==> src/rtl/mult_seq_core.sv <==
// Sequential signed multiplier: parity-checked operand capture, then a
// magnitude shift-add over WIDTH cycles with the sign applied on entry to DONE.
module mult_seq_core #(
    parameter int WIDTH = 16
) (
    input  logic               clk,
    input  logic               rst,
    input  logic               req,
    input  logic [WIDTH-1:0]   arg_a,
    input  logic               arg_a_parity,
    input  logic [WIDTH-1:0]   arg_b,
    input  logic               arg_b_parity,
    output logic               ack,
    output logic [2*WIDTH-1:0] result,
    output logic               result_parity,
    output logic               result_rdy,
    output logic               arg_parity_error
);

    localparam int RW = 2 * WIDTH;
    localparam int CW = (WIDTH > 1) ? $clog2(WIDTH) : 1;

    typedef enum logic [1:0] {
        IDLE,
        MUL,
        DONE
    } state_t;

    state_t          state_q, state_d;
    logic [CW-1:0]   cnt_q, cnt_d;
    logic [RW-1:0]   mcand_q, mcand_d;
    logic [RW-1:0]   acc_q, acc_d;
    logic [WIDTH-1:0] mplier_q, mplier_d;
    logic            neg_q, neg_d;
    logic            perr_q, perr_d;
    logic            ack_q, ack_d;
    logic            rdy_q, rdy_d;
    logic [RW-1:0]   res_q, res_d;
    logic            rpar_q, rpar_d;
    logic            aperr_q, aperr_d;

    logic             a_bad, b_bad;
    logic [WIDTH-1:0] mag_a, mag_b;
    logic [RW-1:0]    acc_sum;

    // Magnitudes fit in WIDTH unsigned bits, including -2^(WIDTH-1).
    always_comb begin
        a_bad = ^{arg_a, arg_a_parity};
        b_bad = ^{arg_b, arg_b_parity};
        mag_a = arg_a[WIDTH-1] ? (~arg_a + WIDTH'(1)) : arg_a;
        mag_b = arg_b[WIDTH-1] ? (~arg_b + WIDTH'(1)) : arg_b;
    end

    always_comb begin
        state_d  = state_q;
        cnt_d    = cnt_q;
        mcand_d  = mcand_q;
        acc_d    = acc_q;
        mplier_d = mplier_q;
        neg_d    = neg_q;
        perr_d   = perr_q;
        ack_d    = 1'b0;
        rdy_d    = 1'b0;
        res_d    = res_q;
        rpar_d   = rpar_q;
        aperr_d  = aperr_q;
        acc_sum  = mplier_q[0] ? (acc_q + mcand_q) : acc_q;

        case (state_q)
            IDLE: begin
                if (req) begin
                    ack_d    = 1'b1;
                    mcand_d  = RW'(mag_a);
                    mplier_d = mag_b;
                    acc_d    = '0;
                    cnt_d    = '0;
                    neg_d    = arg_a[WIDTH-1] ^ arg_b[WIDTH-1];
                    perr_d   = a_bad | b_bad;
                    state_d  = (a_bad | b_bad) ? DONE : MUL;
                end
            end
            MUL: begin
                mcand_d  = mcand_q << 1;
                mplier_d = mplier_q >> 1;
                if (cnt_q == CW'(WIDTH - 1)) begin
                    cnt_d   = '0;
                    state_d = DONE;
                    // Negating zero wraps back to zero, so a zero product stays +0.
                    acc_d   = neg_q ? (~acc_sum + RW'(1)) : acc_sum;
                end else begin
                    cnt_d = cnt_q + CW'(1);
                    acc_d = acc_sum;
                end
            end
            DONE: begin
                rdy_d   = 1'b1;
                state_d = IDLE;
                if (perr_q) begin
                    res_d   = '0;
                    rpar_d  = 1'b0;
                    aperr_d = 1'b1;
                end else begin
                    res_d   = acc_q;
                    rpar_d  = ^acc_q;
                    aperr_d = 1'b0;
                end
            end
            default: state_d = IDLE;
        endcase
    end

    always_ff @(posedge clk) begin
        if (rst) begin
            state_q  <= IDLE;
            cnt_q    <= '0;
            mcand_q  <= '0;
            acc_q    <= '0;
            mplier_q <= '0;
            neg_q    <= 1'b0;
            perr_q   <= 1'b0;
            ack_q    <= 1'b0;
            rdy_q    <= 1'b0;
            res_q    <= '0;
            rpar_q   <= 1'b0;
            aperr_q  <= 1'b0;
        end else begin
            state_q  <= state_d;
            cnt_q    <= cnt_d;
            mcand_q  <= mcand_d;
            acc_q    <= acc_d;
            mplier_q <= mplier_d;
            neg_q    <= neg_d;
            perr_q   <= perr_d;
            ack_q    <= ack_d;
            rdy_q    <= rdy_d;
            res_q    <= res_d;
            rpar_q   <= rpar_d;
            aperr_q  <= aperr_d;
        end
    end

    assign ack              = ack_q;
    assign result_rdy       = rdy_q;
    assign result           = res_q;
    assign result_parity    = rpar_q;
    assign arg_parity_error = aperr_q;

endmodule
==> config.mk <==
export PLATFORM = sky130hd
export DESIGN_NAME = mult_seq_core
export DESIGN_NICKNAME = d
export VERILOG_FILES = /design/src/rtl/mult_seq_core.sv
export SDC_FILE = /design/constraint.sdc
export NUM_CORES = 1
export LEC_CHECK = 0
export CAP_MARGIN = 20
export CORE_AREA = 4 4 163 149
export DETAILED_ROUTE_END_ITERATION = 6
export DIE_AREA = 0 0 167 153
export PLACE_DENSITY = 0.68
export SLEW_MARGIN = 10
export SYNTH_ARGS = -nofsm -noshare
export SYNTH_HDL_FRONTEND = slang
export SYNTH_SLANG_ARGS = --single-unit
==> constraint.sdc <==
create_clock -name clk -period 8.2 [get_ports clk]
set_input_delay 0.82 -clock clk [delete_from_list [all_inputs] [get_ports clk]]
set_output_delay 0.82 -clock clk [all_outputs]
set_load 0.05 [all_outputs]
==> impl_metrics.csv <==
group,metric,value,unit
timing,timing.fmax,260.1,MHz
power,power.share.switching,0.3699,
clock_network,path_clk_slew,0.06,ns
timing,rsz0062_at_grt,"no",
clock_network,cts_sinks,124,
synthesis,seq_area_frac_synth,0.2775,
timing,finalSetupViolCount,0,
grt,grt_pass1_vias,7912,
clock_network,clockBufferDepth,2,
floorplan,die_area,25550,um2
placement,dp_slack,4.389,ns
power,irDropWorstVdd,0.0001453,V
detailed_routing,via_count,8560,
power,combPwrFrac,0.329,
floorplan,io_pins,73,
clock_network,cts_root_buf,"clkbuf_16",
synthesis,yosys.area.top_type,"dfxtp_1",
clock_network,htree_levels,4,
floorplan,rows,52,
detailed_routing,drc,0,
clock_network,post_cts_buffers,0,
clock_network,hold_buffers,0,
timing,worst_pin_slew,1.069,ns
setup_path,cp-end-kind,"flip-flop",
clock_network,cts_tree,"yes",
power,seqPwrFrac,0.311,
finish,drive_gt1_frac,0.05843,
synthesis,synth-edff-count,0,
clock_network,cts_resized,0,
floorplan,die_h,153,um
grt,antenna_found_initial,0,
timing,hold_viol_final,0,
synthesis,synth_common_cells,"nor2_1 (143), a21oi_1 (128), dfxtp_1 (124)",
timing,skew,0.01385,ns
detailed_routing,wirelength,25020,um
timing,period_needed,3.844,ns
synthesis,ys_async_sr_fraction,0,
status,status,"complete, no violations",
synthesis,syn_nets,1251,
finish,final_nets,1272,
synthesis,synth_most_common_cell,"nor2_1",
grt,grt.total_usage,0.1956,
detailed_routing,firstDrtPassIters,6,
synthesis,synthCells,1164,
synthesis,synth_cell_types,76,
power,power_density,219.8,nW/um2
setup_path,crit_type,"flip-flop to flip-flop",
run,drv_cap,0,
timing,post-route-period-util,0.4688,
synthesis,syn_area_per_cell,7.685,um2
power,p_leak,0.003885,uW
finish,num_antenna_cells,0,
setup_path,crit_fanout,6,
power,power_switching,850.6,uW
setup_path,cp.required,8.52,ns
synthesis,synth_top_area_frac,0.2775,
finish,final-seq-area,2484,um2
setup_path,cp.arrival,4.16,ns
detailed_routing,routed_via_density,5.726,
floorplan,core,22450,um2
grt,grt_max_degree,105,
timing,fin_ws,4.356,ns
placement,dp_cells,1463,
min_path,hold_path.class,"flip-flop to flip-flop",
finish,area_growth,16.93,%
synthesis,yosys_warnings,0,
power,clkPwrFrac,0.360,
synthesis,netlist_area,8945,um2
synthesis,synthFlopType,"dfxtp_1",
grt,grt_overflow,0,
floorplan,dieWidth,167,um
synthesis,synth_area_leaders,"dfxtp_1 (28%), xnor2_1 (10%), a21oi_1 (7.2%)",
timing,tns,0,ns
setup_path,start_kind,"flip-flop",
clock_network,cts_made_buffers,17,
placement,hpwl,17990,um
placement,gp_congestion,0.9626,
clock_network,clock_latency,0.43,ns
timing,whs,0.4518,ns
timing,relSlewSlack,0.2876,
detailed_routing,postRouteAntennaNets,0,
finish,stdcell_count,1495,
synthesis,ys_ff_latch,124,
placement,port_buffers,72,
finish,fill_cells,2209,
power,intPower,1449,uW
grt,grt_pass1_wl,41900,um
detailed_routing,wire_per_inst,16.74,um
detailed_routing,drt_iter0_drc,922,
finish,multiInputGateArea,6010,um2
timing,drv_slew,0,
floorplan,start_util,0.3985,
state kept, by name, indices dropped and copies added, names as in the netlist:
register / cells
arg_parity_error: 1
result: 32
perr_q: 1
mcand_q: 32
cnt_q: 4
neg_q: 1
result_rdy: 1
result_parity: 1
ack: 1
mplier_q: 16
state_q: 2
acc_q: 32
metrics by stage:
| stage | cell area [um2] | utilization | power [uW] |
|---|---|---|---|
| finish | 10460 | 0.4659 | 2299 |
| global route | 10460 | 0.4659 | 2426 |
| CTS | 10460 | 0.4659 | 2300 |
| detailed placement | 9809 | 0.4370 | 1470 |
| global placement | 9789 | 0.4361 | 1456 |
| floorplan | 8945 | - | 1284 |
layer usage:
metal,track usage,vias to the layer above,wire [um]
li1,-,4208,-
met1,0.3021,4000,12280
met2,0.2781,317,10480
met3,0.03099,35,1827
met4,0.05649,0,427
met5,0,-,0
logic make-up after synthesis:
family / count (synthesis) / synth area share
flops: 124 / 0.2775
xor+xnor: 126 / 0.1234
mux: 20 / 0.02476
simple gates: 408 / 0.2221
fa+ha+maj: 50 / 0.07078
compound gates: 318 / 0.2294
buf+inv: 118 / 0.05204
critical path, stage by stage (launching register included):
cell	delay, ns
dfxtp_1	0.37
ha_1	0.25
fa_1	0.43
a21o_1	0.22
a221oi_2	0.35
nor3_1	0.15
nor2_2	0.23
o21ai_1	0.11
xnor2_1	0.36
a31oi_1	0.16
nor4_2	0.33
and3_1	0.27
a31oi_1	0.12
xor2_1	0.18
a22o_1	0.20
final cells by class:
type                            instances  area share
Clock buffer                           20     0.04462
Clock inverter                         12     0.01747
Inverter                               39     0.01400
Multi-Input combinational cell        922      0.5746
Sequential cell                       124      0.2375
Tap cell                              297     0.03553
Timing Repair Buffer                   81     0.07632
final timing paths:
kind	startpoint	to	slack (ns)	cells past startpoint
min	mplier_q[10]	mplier_q[10]	0.45	2
max reg2reg	acc_q[0]	acc_q[26]	4.36	14
max	acc_q[0]	acc_q[26]	4.36	14
min reg2reg	mplier_q[10]	mplier_q[10]	0.45	2
layout by cell type, fill, tap and decap left out, types with 18 or more instances in the layout:
| cell | instances |
|---|---|
| a21oi_1 | 128 |
| a22oi_1 | 35 |
| clkdlybuf4s50_1 | 71 |
| dfxtp_1 | 123 |
| ha_1 | 49 |
| inv_1 | 38 |
| nand2_1 | 101 |
| nand3_1 | 21 |
| nand4_1 | 18 |
| nor2_1 | 141 |
| nor3_1 | 23 |
| nor3b_1 | 34 |
| o21ai_0 | 28 |
| o221ai_1 | 27 |
| xnor2_1 | 104 |
| xor2_1 | 22 |
power groups by stage:
| stage | sequential [uW] | clock (uW) | combinational, uW |
|---|---|---|---|
| 2_1_floorplan | 710 | 0 | 575 |
| 3_3_place_gp | 724 | 0 | 732 |
| 3_5_place_dp | 725 | 0 | 745 |
| 4_1_cts | 713 | 838 | 750 |
| 5_1_grt | 720 | 868 | 837 |
| 6_report | 714 | 828 | 757 |
No activity file was read; power rests on OpenSTA's default activity.
